### src/rtl/input_port.sv
// input_port: wishbone slave bringing synchronized, debounced board inputs onto the data bus
// with sticky rising-edge flags (write-1-to-clear) and a registered level interrupt.
module input_port #(
    parameter int WIDTH           = 13,
    parameter int DEBOUNCE_CYCLES = 16,
    parameter int CNT_W           = 16
) (
    input  logic             clock,
    input  logic             reset,
    input  logic [WIDTH-1:0] pins,
    input  logic [31:0]      adr_i,
    input  logic [31:0]      dat_i,
    input  logic [3:0]       sel_i,
    input  logic             we_i,
    input  logic             stb_i,
    input  logic             cyc_i,
    output logic [31:0]      dat_o,
    output logic             ack_o,
    output logic             irq
);
    localparam logic [CNT_W-1:0] CNT_MAX = CNT_W'(DEBOUNCE_CYCLES - 1);

    logic [WIDTH-1:0] s1, s2, deb, deb_q, edge_r, irq_en;
    logic [WIDTH-1:0] edge_nx, irq_en_nx, clr;
    logic [CNT_W-1:0] cnt [WIDTH];
    logic [31:0]      mask, rd;
    logic             req;
    logic             unused_adr;

    assign unused_adr = ^{adr_i[31:4], adr_i[1:0]};
    assign req        = cyc_i & stb_i & ~ack_o;
    assign mask       = {{8{sel_i[3]}}, {8{sel_i[2]}}, {8{sel_i[1]}}, {8{sel_i[0]}}};

    always_comb begin
        rd = adr_i[3:2] == 2'd0 ? 32'(deb) :
             adr_i[3:2] == 2'd1 ? 32'(edge_r) :
             adr_i[3:2] == 2'd2 ? 32'(irq_en) : 32'(s2);
        clr = (req && we_i && adr_i[3:2] == 2'd1) ? WIDTH'(dat_i & mask) : '0;
        irq_en_nx = (req && we_i && adr_i[3:2] == 2'd2) ?
                    WIDTH'((32'(irq_en) & ~mask) | (dat_i & mask)) : irq_en;
        // a new rising edge beats a same-cycle clear
        edge_nx = (edge_r & ~clr) | (deb & ~deb_q);
    end

    always_ff @(posedge clock or negedge reset) begin
        if (!reset) begin
            s1    <= '0;
            s2    <= '0;
            deb   <= '0;
            deb_q <= '0;
            for (int i = 0; i < WIDTH; i++) cnt[i] <= '0;
        end else begin
            s1    <= pins;
            s2    <= s1;
            deb_q <= deb;
            for (int i = 0; i < WIDTH; i++) begin
                if (s2[i] == deb[i]) cnt[i] <= '0;
                else if (cnt[i] == CNT_MAX) begin
                    deb[i] <= s2[i];
                    cnt[i] <= '0;
                end else cnt[i] <= cnt[i] + CNT_W'(1);
            end
        end
    end

    always_ff @(posedge clock or negedge reset) begin
        if (!reset) begin
            ack_o  <= 1'b0;
            dat_o  <= '0;
            edge_r <= '0;
            irq_en <= '0;
            irq    <= 1'b0;
        end else begin
            ack_o  <= req;
            if (req && !we_i) dat_o <= rd;
            edge_r <= edge_nx;
            irq_en <= irq_en_nx;
            irq    <= |(edge_nx & irq_en_nx);
        end
    end
endmodule

### config.mk
export PLATFORM = sky130hd
export DESIGN_NAME = input_port
export DESIGN_NICKNAME = d
export VERILOG_FILES = /design/src/rtl/input_port.sv
export SDC_FILE = /design/constraint.sdc
export NUM_CORES = 1
export LEC_CHECK = 0
export BUFFER_PORTS_ARGS = -buffer_cell sky130_fd_sc_hd__buf_2
export CORE_MARGIN = 2
export CORE_UTILIZATION = 55
export DETAILED_ROUTE_END_ITERATION = 16
export HOLD_SLACK_MARGIN = 0.02
export PLACE_DENSITY = 0.72
export SYNTH_ARGS = -nofsm -noshare
export SYNTH_HDL_FRONTEND = slang
export SYNTH_SLANG_ARGS = --single-unit
### constraint.sdc
create_clock -name clock -period 2.65 [get_ports clock]
set_clock_uncertainty 0.05 [all_clocks]
set_input_delay 0.53 -clock clock [delete_from_list [all_inputs] [get_ports clock]]
set_output_delay 0.53 -clock clock [all_outputs]
set_load 0.005 [all_outputs]
# --- Word-level counts from Yosys, hierarchy flattened ---
# Cells that the tools add are included.
op_classes:
  reduce_logical: 20
  n_addsub: 13
  bitwise_logic: 26
  eq_ne: 28
  mux: 31
ops:
  columns: ["op", "n"]
  rows:
  - ["2-to-1 mux 16 bit", 26]
  - ["adder 16 x 1 -> 16 bit, second input constant", 13]
  - ["== test 16 x 4 -> 1 bit, second input constant", 13]
  - ["AND 13 bit", 5]
  - ["2-to-1 mux 13 bit", 5]
  - ["NOT 13 bit", 3]
  - ["OR 13 bit", 2]
  - ["AND reduction 2 bit", 13]
  - ["NOT 1 bit", 14]
  - ["== test 1 bit", 13]
  - ["OR reduction 13 bit", 1]
  - ["logical AND 1 bit", 4]
  - ["AND 1 bit", 2]
  - ["== test 2 x 1 -> 1 bit, second input constant", 1]
  - ["== test 2 bit, second input constant", 1]
  - ["zero test 2 bit", 1]
  - ["zero test 1 bit", 1]
word_totals:
  output_inout_bits: 34
  register_bits: 320
  input_bits: 86

# --- Logic depth before layout (Yosys ltp) ---
# Gate-level depths: netlist of run 1.
depth:
  depth_word: 10
  ltp_mapped: 7
  mapped_depth_nobuf: 6

# --- Least setup slack after synthesis of run 1 ---
# OpenSTA, ideal clock, no wires.
synth_path:
  path_type: "input to register"
  startpoint: "input port adr_i[2]"
  endpoint: "register irq"
  setup_slack_ns: 0.625
  arrival_time_ns: 1.832
  n_path_buf: 1
  path_stages: 6
  cell_sequence: "buf_6 nand4b_2 nor2_2 mux2_4 a2111oi_2 nand4_1"
synth_via:
  word_cells_on_any_way: 11
synth_lines:
  columns: ["element", "line", "rtl"]
  rows:
  - ["from (decl)", "11", "input logic [31:0] adr_i,"]
  - ["== test 2 bit", "39", "irq_en_nx = (req && we_i && adr_i[3:2] == 2'd2) ?"]
  - ["logical AND 1 bit", "39", null]
  - ["2-to-1 mux 13 bit", "39", null]
  - ["named net irq_en_nx[6]", "24", "logic [WIDTH-1:0] edge_nx, irq_en_nx, clr;"]
  - ["AND 13 bit", "78", "irq <= |(edge_nx & irq_en_nx);"]
  - ["OR reduction 13 bit", "78", null]
  - ["to (signal assigned)", "78", null]
  - ["to (decl)", "19", "output logic irq"]
# The timed path passes the listed nets, and every way through them passes these cells.
# A chain may end at the register's enable or synchronous reset.

# --- Worst setup path in the final report of run 1 ---
layout_path:
  startpoint: "register ack_o"
  endpoint: "register irq"
layout_via:
  elab_chain_len: 10
  word_cells_on_any_way: 12
layout_rtl:
  columns: ["element", "line", "rtl"]
  rows:
  - ["from (decl)", "18", "output logic ack_o,"]
  - ["from (signal assigned)", "74", "ack_o <= req;"]
  - ["NOT 1 bit", "31", "assign req = cyc_i & stb_i & ~ack_o;"]
  - ["AND 1 bit", "31", null]
  - ["logical AND 1 bit (2 in a row)", "38", "clr = (req && we_i && adr_i[3:2] == 2'd1) ? WIDTH'(dat_i & mask) : '0;"]
  - ["2-to-1 mux 13 bit", "38", null]
  - ["NOT 13 bit", "42", "edge_nx = (edge_r & ~clr) | (deb & ~deb_q);"]
  - ["AND 13 bit", "42", null]
  - ["OR 13 bit", "42", null]
  - ["named net edge_nx[12]", "24", null]
  - ["AND 13 bit", "78", null]
  - ["OR reduction 13 bit", "78", null]
# The timed path passes the listed nets, and every way through them passes these cells.

==> results of run 1 <==
final timing paths:
kind / from / to / slack, ns
setup / recovery: ack_o$_DFF_PN0_ / irq$_DFF_PN0_ / 0.41
hold / removal: pins[6] / s1[6]$_DFF_PN0_ / 0.04
setup reg to reg: ack_o$_DFF_PN0_ / irq$_DFF_PN0_ / 0.41
hold reg to reg: s1[0]$_DFF_PN0_ / s2[0]$_DFF_PN0_ / 0.30
max in group asynchronous: reset / cnt[51]$_DFF_PN0_ / 1.41
min in group asynchronous: reset / cnt[45]$_DFF_PN0_ / 0.39
critical path, cell delays in order (launching register included):
cell       delay, ns
dfrtp_1         0.41
nand3b_4        0.32
inv_1           0.39
nand3_1         0.14
a22o_1          0.23
a2111oi_2       0.40
nand4_1         0.14
flip-flops by register name (all words and copies together) (netlist names):
signal  count
ack_o       1
cnt       208
dat_o      13
deb        13
deb_q      13
edge_r     13
irq         1
irq_en     13
s1         13
s2         13
kinds of logic (layout without fill, tap and decap cells):
kind of cell    Yosys count  in the layout
compound gates           32             32
xor+xnor                195            195
fa+ha+maj                13             13
buf+inv                  63            149
flops                   301            301
mux                      46             46
other cells               1             23
simple gates            581            581
what timing repair did:
| action | 4_1_cts | 5_1_grt |
|---|---|---|
| endpoints found under the hold margin | 34 | 0 |
| buffers inserted | 0 | 0 |
| hold buffers | 9 | 0 |
cell usage in the layout (no fill, tap or decap), types with 3 or more instances in the layout:
cell | synthesis | final
a22o_1 | 3 | 3
a22oi_1 | 7 | 7
and2_1 | 11 | 11
and3_1 | 45 | 45
buf_2 | 2 | 48
buf_4 | 20 | 8
bufinv_16 | 0 | 7
clkbuf_16 | 0 | 31
clkbuf_8 | 0 | 6
clkinv_2 | 0 | 5
clkinvlp_4 | 0 | 3
conb_1 | 1 | 19
dfrtp_1 | 301 | 301
diode_2 | 0 | 4
dlygate4sd3_1 | 0 | 9
ha_1 | 13 | 13
inv_1 | 24 | 24
mux2_2 | 31 | 31
mux4_2 | 12 | 12
nand2_1 | 77 | 77
nand2b_1 | 6 | 6
nand3_1 | 83 | 83
nand4_1 | 53 | 53
nor2_1 | 224 | 224
nor3_1 | 26 | 26
nor4_1 | 39 | 39
nor4_2 | 3 | 3
nor4b_2 | 5 | 5
o21ai_0 | 7 | 7
o31ai_1 | 6 | 6
xnor2_1 | 70 | 70
xor2_1 | 125 | 125
through the flow:
| stage | util [%] | area [um^2] | power (W) | setup slack (ns) | hold slack (ns) |
|---|---|---|---|---|---|
| 2_1_floorplan | - | 13600 | 0.00534 | 0.625 | 0.184 |
| 3_3_place_gp | 58.2 | 14100 | 0.00562 | 0.314 | 0.284 |
| 3_5_place_dp | 58.2 | 14100 | 0.00564 | 0.269 | 0.285 |
| 4_1_cts | 63.3 | 15400 | 0.0105 | 0.389 | 0.0207 |
| 5_1_grt | 63.3 | 15400 | 0.0107 | 0.231 | 0.0214 |
| 6_report | 63.4 | 15400 | 0.0103 | 0.413 | 0.0383 |
cells in the mapped netlist (all sizes together):
| cell type | number |
|---|---|
| nand2 | 77 |
| a22oi | 7 |
| o31ai | 8 |
| dfrtp | 301 |
| a22o | 3 |
| nand3 | 83 |
| o21ai | 9 |
| nor3 | 26 |
| nor4 | 42 |
| a31o | 1 |
| a2111oi | 2 |
| nor4b | 5 |
| buf | 25 |
| a222oi | 1 |
| mux4 | 13 |
| nand3b | 1 |
| nand4 | 53 |
| nand4b | 3 |
| mux2 | 33 |
| o22ai | 1 |
| and3 | 45 |
| clkbuf | 14 |
| ha | 13 |
| nor2 | 226 |
| and2 | 11 |
| xor2 | 125 |
| and4b | 2 |
| conb | 1 |
| nand2b | 6 |
| inv | 24 |
| xnor2 | 70 |
| or3 | 1 |
per-layer routing:
metal	GRT usage (%)	vias to the layer above	share of wire [%]
met2	32.8	119	48
met4	4.87	0	1.9
met5	0	-	0
met1	27.1	4332	46
met3	3.46	39	3.7
li1	-	4375	-
power by group through the flow:
stage               clock [W]  sequential [W]  combinational, W
CTS                   0.00488         0.00493          0.000644
global route          0.00509         0.00495          0.000709
detailed placement          0         0.00501          0.000626
finish                0.00478         0.00493          0.000630
global placement            0         0.00500          0.000612
floorplan                   0         0.00497          0.000371
final cells by class:
class,instances,area (um^2),share of cell area (%)
flip-flops and latches,301,7530,49.0
clock inverters,18,284,1.85
well taps,324,405,2.64
multi-input cells,886,5730,37.3
clock buffers,39,866,5.64
diodes,4,10.0,0.0652
repair buffers,68,445,2.90
inverters,24,90.1,0.586
==> summary.md, run 1 <==
| Metric | Value |
|---|---|
| Run status | `finished clean` |
| Max Root-Sink Buffers | `3` |
| Leakage | `6.99 nW` |
| Vias in the first global route | `8670` |
| IO buf count | `49` |
| TritonCTS buffer count | `31` |
| Fin crit share | `84.4%` |
| Syn Area/Cell | `11.0 um^2` |
| DR pass1 iterations | `5` |
| Synth Instances | `1232` |
| Final cell count without fillers | `1664` |
| IO Pins | `120` |
| Yosys top cell area share | `55.7%` |
| Fill cells | `1902` |
| Sequential power share | `47.7%` |
| Post-Route WL | `24900 um` |
| Worst vdd ir | `609 uV` |
| Largest net degree at the start of global routing | `85` |
| Mapped Area | `13500 um^2` |
| Full die area | `25900 um^2` |
| Routed wire length per instance | `14.9 um` |
| Synth Area in XOR/XNOR | `12.6%` |
| Multiplexer area fraction after synthesis | `4.99%` |
| Hold depth | `1` |
| # clock sinks | `301` |
| DRC viols | `0` |
| Crit-path max FO | `19` |
| Number of synthesis warnings | `0` |
| Combinational Power Share | `6.1%` |
| Vias per cell | `5.33` |
| Grt ovf | `0` |
| Crit path launch type | `flip-flop` |
| Critical Path AT | `2.60 ns` |
| MaxCap Viol Count | `0` |
| Reg2Reg Depth | `6` |
| Initial Util | `55.8%` |
| Ranking of synthesized cells by area | `dfrtp_1 (56%), xor2_1 (8.1%), nor2_1 (6.2%)` |
| CP required | `3.02 ns` |
| CP Class | `reg2reg` |
| DP Wirelength | `16800 um` |
| Routed Antenna Nets | `0` |
| Seq/Total Area, Yosys | `55.7%` |
| P_sw | `0.00228 W` |
| Die X | `161 um` |
| Number of synthesized register bits | `301` |
| P&R area growth vs syn | `13.5%` |
| RSZ-0062 raised after global routing | `false` |
| Largest family of logic cells by synthesized area | `simple AND/OR/NAND/NOR gates` |
| Setup_tns | `0 ns` |
| Min-Delay Path Class | `in2reg` |
| Clk_lat worst skew | `0.56 ns` |
| Initial antenna violation count | `5` |
| Worst Tran Pin Value | `0.532 ns` |
| Switching Share | `22.1%` |
| Clk root buf | `clkbuf_16` |
| Core ar. | `24200 um^2` |
| Area leader, netlist | `dfrtp_1` |
| Distinct cells, synth | `43` |
| Layout cells sized above 1 | `13.4%` |
| Die height | `161 um` |
| Placed Instances | `1594` |
| Routability Congestion | `0.822` |
| Num rows | `57` |
| First-pass GRT wire length | `42300 um` |
| Setup crit end kind | `flip-flop` |
| H-tree Lvls | `1` |
| Final min period | `2.24 ns` |
| Post_cts resized | `0` |
| Final Max Slew Viols | `0` |
| Final nets | `1411` |
| Adder-cell share of the synthesized area | `1.20%` |
| DR iter-0 viols | `479` |
| Final Setup Violations | `0` |
| GRT Overall Usage | `19.7%` |
| P_int | `0.00806 W` |
| TritonCTS clock tree | `yes` |
| Compound-Gate Fraction of Synth Area | `1.84%` |
| Clock power share | `46.2%` |
| Post-synthesis simple-gate area fraction | `21.2%` |
| Count of final hold-check violations | `0` |
| Slew HR | `64.4%` |
| Via count | `8865` |
| PD cells | `673 nW/um^2` |
| FMAX | `0.447 GHz` |
| Clk slew on worst S/H paths | `0.06 ns` |
Power figures use the tool's default switching activity.
==> inputs of run 2 (changes only) <==
--- a/config.mk
+++ b/config.mk
@@ -7,10 +7,10 @@
 export LEC_CHECK = 0
 export BUFFER_PORTS_ARGS = -buffer_cell sky130_fd_sc_hd__buf_2
 export CORE_MARGIN = 2
-export CORE_UTILIZATION = 55
+export CORE_UTILIZATION = 54
 export DETAILED_ROUTE_END_ITERATION = 16
 export HOLD_SLACK_MARGIN = 0.02
-export PLACE_DENSITY = 0.72
+export PLACE_DENSITY = 0.73
 export SYNTH_ARGS = -nofsm -noshare
 export SYNTH_HDL_FRONTEND = slang
 export SYNTH_SLANG_ARGS = --single-unit
==> constraint.sdc (replaced) <==
create_clock -name clock -period 1.89 [get_ports clock]
set_clock_uncertainty 0.05 [all_clocks]
set_input_delay 0.378 -clock clock [delete_from_list [all_inputs] [get_ports clock]]
set_output_delay 0.378 -clock clock [all_outputs]
set_load 0.005 [all_outputs]
==> run 2 against run 1 <==
Compared with the run above:
- the run now ends with setup timing left
- die area grew 1.8%
- flip-flop and latch count is the same
- non-clock buffer count grew 42
- cell count grew 2.5%
- combinational power grew 63%
- global-route usage grew 1.2 points
- first-iteration DRC count grew 18%
- total power grew 40%
- fmax grew 17%
==> summary.md, run 2 (synthesis results as in run 1) <==
| Metric | Value |
|---|---|
| Run status | `finished, violations left` |
| Failing checks | `setup timing` |
| Die height | `162 um (+0.90%)` |
| Routed wire length per instance | `15.3 um (+2.6%)` |
| Fin crit share | `101% (+17 points)` |
| FMAX | `0.522 GHz (+17%)` |
| Most common cell after layout, fill and taps aside | `dfrtp_1` |
| Multi-input combinational cell area | `5780 um^2 (+0.81%)` |
| PD cells | `921 nW/um^2 (+37%)` |
| Crit path cell chain | `nand3b_4, buf_12, o31ai_4, a22oi_1, a2111oi_2, nand4_1` |
| Worst Hold Launch | `dat_i[11]` |
| # clock sinks | `301 (unchanged)` |
| Hold depth | `2 (+1)` |
| Final Max Slew Viols | `0 (unchanged)` |
| Num rows | `57 (unchanged)` |
| Final min period | `1.92 ns (-0.322 ns)` |
| Vias in the first global route | `9298 (+7.2%)` |
| RSZ-0062 raised after global routing | `true` |
| Largest stage delay on the critical path | `0.41 ns (about the same)` |
| Setup crit end kind | `flip-flop` |
| CP required | `2.26 ns (-0.76 ns)` |
| H-tree Lvls | `1 (unchanged)` |
| Setup_tns | `-0.0254 ns (-0.0254 ns)` |
| Grt ovf | `0 (unchanged)` |
| DR iter-0 viols | `567 (+18%)` |
| Final nets | `1452 (+2.9%)` |
| Fill cells | `1877 (-1.3%)` |
| Place WS | `-0.228 ns (-0.496 ns)` |
| Clk root buf | `clkbuf_16` |
| Reg2Reg Depth | `6 (unchanged)` |
| Routability Congestion | `0.843 (+2.6%)` |
| First-pass GRT wire length | `45200 um (+6.9%)` |
| Reg2Reg Capture Point | `irq$_DFF_PN0_` |
| Layout cells sized above 1 | `15.6% (+2.2 points)` |
| DR pass1 iterations | `5 (unchanged)` |
| Min-Delay Path Class | `in2reg` |
| Worst vdd ir | `796 uV (+31%)` |
| Leakage | `7.20 nW (+3.0%)` |
| CP max stage cell | `dfrtp_1` |
| Via count | `9180 (+3.6%)` |
| MaxCap Viol Count | `0 (unchanged)` |
| Die X | `162 um (+0.90%)` |
| Total power | `0.0145 W (+40%)` |
| Critical Path AT | `2.28 ns (-0.32 ns)` |
| Full die area | `26300 um^2 (+1.8%)` |
| Clk slew on worst S/H paths | `0.06 ns (about the same)` |
| Vias per cell | `5.38 (+1.1%)` |
| Clk_lat worst skew | `0.55 ns (about the same)` |
| Max reg flops | `208 (unchanged)` |
| GRT Overall Usage | `20.9% (+1.2 points)` |
| CP Class | `reg2reg` |
| Post-Route WL | `26200 um (+5.2%)` |
| Final Setup Violations | `1 (+1)` |
| WHS | `0.0532 ns (+0.0148 ns)` |
| Final worst slack | `-0.0254 ns (-0.438 ns)` |
| Flip-flop and latch area | `7530 um^2 (unchanged)` |
| Most flop-heavy register | `cnt` |
| Most frequent cells in the layout | `dfrtp_1 (301), nor2_1 (224), xor2_1 (125), nand3_1 (83), nand2_1 (77)` |
| TritonCTS buffer count | `30 (-3.2%)` |
| Worst Hold End | `irq_en[11]$_DFF_PN0_` |
| Core ar. | `24500 um^2 (+0.88%)` |
| R2r startpoint | `ack_o$_DFF_PN0_` |
| Crit path launch type | `flip-flop` |
| DRC viols | `0 (unchanged)` |
| P&R area growth vs syn | `16.4%` |
| IO Pins | `120 (unchanged)` |
| TritonCTS clock tree | `yes` |
| Routed Antenna Nets | `0 (unchanged)` |
| DP Wirelength | `18000 um (+6.8%)` |
| Initial Util | `55.3% (-0.49 points)` |
| Count of final hold-check violations | `0 (unchanged)` |
| Postcts setup bufs | `0 (unchanged)` |
| Largest net degree at the start of global routing | `57 (-33%)` |
| Setup slack, reg-to-reg | `-0.03 ns (-0.44 ns)` |
| Initial antenna violation count | `5 (unchanged)` |
| Max Root-Sink Buffers | `3 (unchanged)` |
| IO buf count | `49 (unchanged)` |
| Crit-path max FO | `14 (-5)` |
[run 2: cell count changes in the layout (fill, tap and decap cells not counted), moves of 2 or more]
cell,change
buf_4,+33
dlygate4sd3_1,+5
buf_12,+4
clkbuf_1,+3
o31ai_1,-3
o31ai_4,+3
clkinv_2,-2
clkinv_4,-2
o21ai_0,-2
o21ai_1,+2
[run 2: metrics by stage]
stage | util [%] | std cells | cell area, um^2
after floorplan | - | 1250 | 13600
after global placement | 59.0 | 1631 | 14400
after detailed placement | 59.0 | 1631 | 14400
after CTS | 64.3 | 1701 | 15700
after global routing | 64.4 | 1703 | 15800
final | 64.4 | 1705 | 15800
[run 2: worst max path at each step]
| stage | start | endpoint | slack [ns] | depth (start not counted) |
|---|---|---|---|---|
| global placement | adr_i[2] | irq$_DFF_PN0_ | -0.14 | 6 |
| floorplan | adr_i[2] | irq$_DFF_PN0_ | 0.02 | 6 |
| detailed placement | adr_i[2] | irq$_DFF_PN0_ | -0.23 | 7 |
| finish | ack_o$_DFF_PN0_ | irq$_DFF_PN0_ | -0.03 | 6 |
| global route | ack_o$_DFF_PN0_ | irq$_DFF_PN0_ | -0.11 | 6 |
| CTS | ack_o$_DFF_PN0_ | irq$_DFF_PN0_ | -0.01 | 6 |
[run 2: final cells by class]
cell class,count,area share (%)
tap,324,2.57
timing repair buffer,110,5.23
antenna,4,0.0635
inverter,24,0.572
multi-input combinational,886,36.7
sequential,301,47.8
clock buffer,43,5.65
clock inverter,13,1.45
[run 2: power by group]
part / switching, W / total (W) / internal, W
Combinational: 0.000540 / 0.00103 / 0.000494
Clock: 0.00247 / 0.00656 / 0.00409
Sequential: 0.000202 / 0.00691 / 0.00671
[run 2: timing repair]
item | CTS | global route
gates resized for setup | 9 | 3
hold buffers | 14 | 0
gates cloned | 0 | 0
endpoints found under the setup margin | 1 | 5
endpoints found under the hold margin | 65 | 0
pin swaps | 1 | 0
[run 2: worst max-delay path, delay by kind of cell, from the launching register on]
family | cells | cell delay [ns]
AOI/OAI and AO/OA | 3 | 0.75
buffers and inverters | 1 | 0.20
DFF | 1 | 0.41
and+or+nand+nor | 2 | 0.37
[run 2: routing by layer]
| layer | vias up | track usage (%) | part of all wire [%] |
|---|---|---|---|
| li1 | 4449 | - | - |
| met1 | 4542 | 28.1 | 44 |
| met2 | 142 | 34.9 | 50 |
| met3 | 45 | 3.45 | 3.9 |
| met4 | 2 | 6.68 | 2.6 |
| met5 | - | 0 | 0.042 |
==> inputs of run 3 (changes only) <==
--- a/config.mk
+++ b/config.mk
@@ -7,10 +7,11 @@
 export LEC_CHECK = 0
 export BUFFER_PORTS_ARGS = -buffer_cell sky130_fd_sc_hd__buf_2
 export CORE_MARGIN = 2
-export CORE_UTILIZATION = 54
+export CORE_UTILIZATION = 55
+export CTS_BUF_LIST = sky130_fd_sc_hd__clkbuf_4
 export DETAILED_ROUTE_END_ITERATION = 16
 export HOLD_SLACK_MARGIN = 0.02
-export PLACE_DENSITY = 0.73
+export PLACE_DENSITY = 0.74
 export SYNTH_ARGS = -nofsm -noshare
 export SYNTH_HDL_FRONTEND = slang
 export SYNTH_SLANG_ARGS = --single-unit
==> run 3 against run 2 <==
Compared with the run above:
- the run now ends clean
- critical path depth down 1
- fmax rose by 2.7%
- sequential share of layout area shrank 0.31 points
- largest power group unchanged
- highest routed layer is now met4
==> summary.md, run 3 (synthesis results as in run 1) <==
| Metric | Value |
|---|---|
| Final min period | `1.86 ns (-0.0506 ns)` |
| R2r startpoint | `ack_o$_DFF_PN0_` |
| Fin util | `65.4% (+0.99 points)` |
| DRC viols | `0 (unchanged)` |
| TritonCTS clock tree | `yes` |
| P_sw | `0.00341 W (+6.1%)` |
| Setup crit end kind | `flip-flop` |
| Clk slew on worst S/H paths | `0.08 ns (+0.02 ns)` |
| Num rows | `57 (unchanged)` |
| Die height | `161 um (-0.89%)` |
| Vias per cell | `5.24 (-2.7%)` |
| Leakage | `7.33 nW (+1.9%)` |
| PD cells | `848 nW/um^2 (-8.0%)` |
| DR pass1 iterations | `5 (unchanged)` |
| Most flop-heavy register | `cnt` |
| # clock sinks | `301 (unchanged)` |
| Initial Util | `55.8% (+0.49 points)` |
| CP required | `2.40 ns (+0.14 ns)` |
| CP Class | `reg2reg` |
| IO Pins | `120 (unchanged)` |
| Setup slack, reg-to-reg | `0.03 ns (+0.05 ns)` |
| First-pass GRT wire length | `44600 um (-1.3%)` |
| Clk_lat worst skew | `0.69 ns (+0.14 ns)` |
| Vias in the first global route | `9668 (+4.0%)` |
| Run status | `finished clean` |
| Worst vdd ir | `510 uV (-36%)` |
| P&R area growth vs syn | `17.2%` |
| Die X | `161 um (-0.89%)` |
| Initial antenna violation count | `5 (unchanged)` |
| FMAX | `0.536 GHz (+2.7%)` |
| Routability Congestion | `0.827 (-2.0%)` |
| Full die area | `25900 um^2 (-1.8%)` |
| DR iter-0 viols | `502 (-11%)` |
| Crit path launch type | `flip-flop` |
| Combinational Power Share | `8.3% (+1.2 points)` |
| Fin crit share | `98.7% (-2.7 points)` |
| Most common cell after layout, fill and taps aside | `dfrtp_1` |
| Routed Antenna Nets | `0 (unchanged)` |
| Sequential power share | `51.4% (+3.8 points)` |
| Final Setup Violations | `0 (-1)` |
| Placed Instances | `1634 (+0.18%)` |
| Clock power share | `40.3% (-4.9 points)` |
| Most frequent cells in the layout | `dfrtp_1 (301), nor2_1 (224), xor2_1 (125), clkbuf_4 (112), nand3_1 (83)` |
| TritonCTS buffer count | `80 (+170%)` |
| CP max stage cell | `dfrtp_1` |
| P_int | `0.0100 W (-11%)` |
| Post-Route WL | `26100 um (-0.42%)` |
| Routed wire length per instance | `14.4 um (-6.4%)` |
| Crit path cell chain | `nand3b_4, nor2_4, mux2_4, a222oi_1, nand4_1` |
| Count of final hold-check violations | `0 (unchanged)` |
| Via count | `9503 (+3.5%)` |
| Largest stage delay on the critical path | `0.39 ns (-0.02 ns)` |
| Layout cells sized above 1 | `20.1% (+4.5 points)` |
| Final nets | `1519 (+4.6%)` |
| Clk root buf | `clkbuf_4` |
| RSZ-0062 raised after global routing | `true` |
| Grt ovf | `0 (unchanged)` |
| Crit-path max FO | `6 (-8)` |
| Reg2Reg Depth | `5 (-1)` |
| Largest net degree at the start of global routing | `63 (+11%)` |
| Critical Path AT | `2.37 ns (+0.09 ns)` |
| Core ar. | `24200 um^2 (-0.87%)` |
| Max Root-Sink Buffers | `3 (unchanged)` |
| GRT Overall Usage | `20.9% (about the same)` |
| Switching Share | `25.4% (+3.2 points)` |
| Min-Delay Path Class | `in2async` |
| Reg2Reg Capture Point | `irq$_DFF_PN0_` |
| MaxCap Viol Count | `0 (unchanged)` |
| DP Wirelength | `17600 um (-1.8%)` |
| Final Max Slew Viols | `0 (unchanged)` |
| IO buf count | `49 (unchanged)` |
| Max reg flops | `208 (unchanged)` |
| Final cell count without fillers | `1814 (+6.4%)` |
| H-tree Lvls | `3 (+2)` |
[run 3: cell type report]
cell class / count / area [um^2]
inverters: 24 / 93.8
clock buffers: 112 / 841
multi-input cells: 886 / 5830
repair buffers: 127 / 995
diodes: 5 / 12.5
well taps: 324 / 405
fillers: 1919 / 8390
flip-flops and latches: 301 / 7530
clock inverters: 35 / 150
[run 3: worst max path at each step]
stage,start,endpoint,slack [ns]
2_1_floorplan,adr_i[2],irq$_DFF_PN0_,0.02
3_3_place_gp,adr_i[2],irq$_DFF_PN0_,-0.12
3_5_place_dp,adr_i[2],irq$_DFF_PN0_,-0.17
4_1_cts,ack_o$_DFF_PN0_,irq$_DFF_PN0_,0.003
5_1_grt,ack_o$_DFF_PN0_,irq$_DFF_PN0_,-0.08
6_report,ack_o$_DFF_PN0_,irq$_DFF_PN0_,0.03
[run 3: repair_timing]
action / 4_1_cts / 5_1_grt
hold buffers: 27 / 0
buffers inserted: 0 / 1
gates resized for setup: 1 / 21
cloned: 0 / 0
pin swaps: 1 / 5
hold endpoints to repair: 312 / 0
endpoints found under the setup margin: 1 / 1
[run 3: power groups by stage]
stage	Clock, W	Sequential [W]	Combinational (W)
after detailed placement	0	0.00701	0.00101
after floorplan	0	0.00696	0.000520
final	0.00542	0.00691	0.00111
after global placement	0	0.00700	0.000984
after global routing	0.00598	0.00694	0.00123
after CTS	0.00564	0.00690	0.00107
[run 3: critical path, delay by kind of cell, from the launching register on]
| kind | cells | cell delay [ns] |
|---|---|---|
| simple gates | 3 | 0.61 |
| flops | 1 | 0.39 |
| compound gates | 1 | 0.38 |
| mux | 1 | 0.33 |
[run 3: layer usage]
metal	GRT usage [%]	vias up	wire length (um)	share of wire, %
met4	10.6	0	852	3.3
met2	33.1	160	12600	48
li1	-	4648	-	-
met3	4.44	62	924	3.5
met1	27.4	4633	11700	45
met5	0	-	0	0
[run 3: through the flow]
stage / total power [W] / hold WS, ns / area [um^2] / setup slack [ns] / TNS, ns
2_1_floorplan: 0.00748 / 0.0324 / 13600 / 0.0171 / 0
3_3_place_gp: 0.00798 / 0.243 / 14500 / -0.125 / -0.125
3_5_place_dp: 0.00802 / 0.242 / 14500 / -0.166 / -0.166
4_1_cts: 0.0136 / 0.0640 / 15700 / 0.00319 / 0
5_1_grt: 0.0141 / 0.106 / 15900 / -0.0760 / -0.0760
6_report: 0.0134 / 0.131 / 15900 / 0.0252 / 0
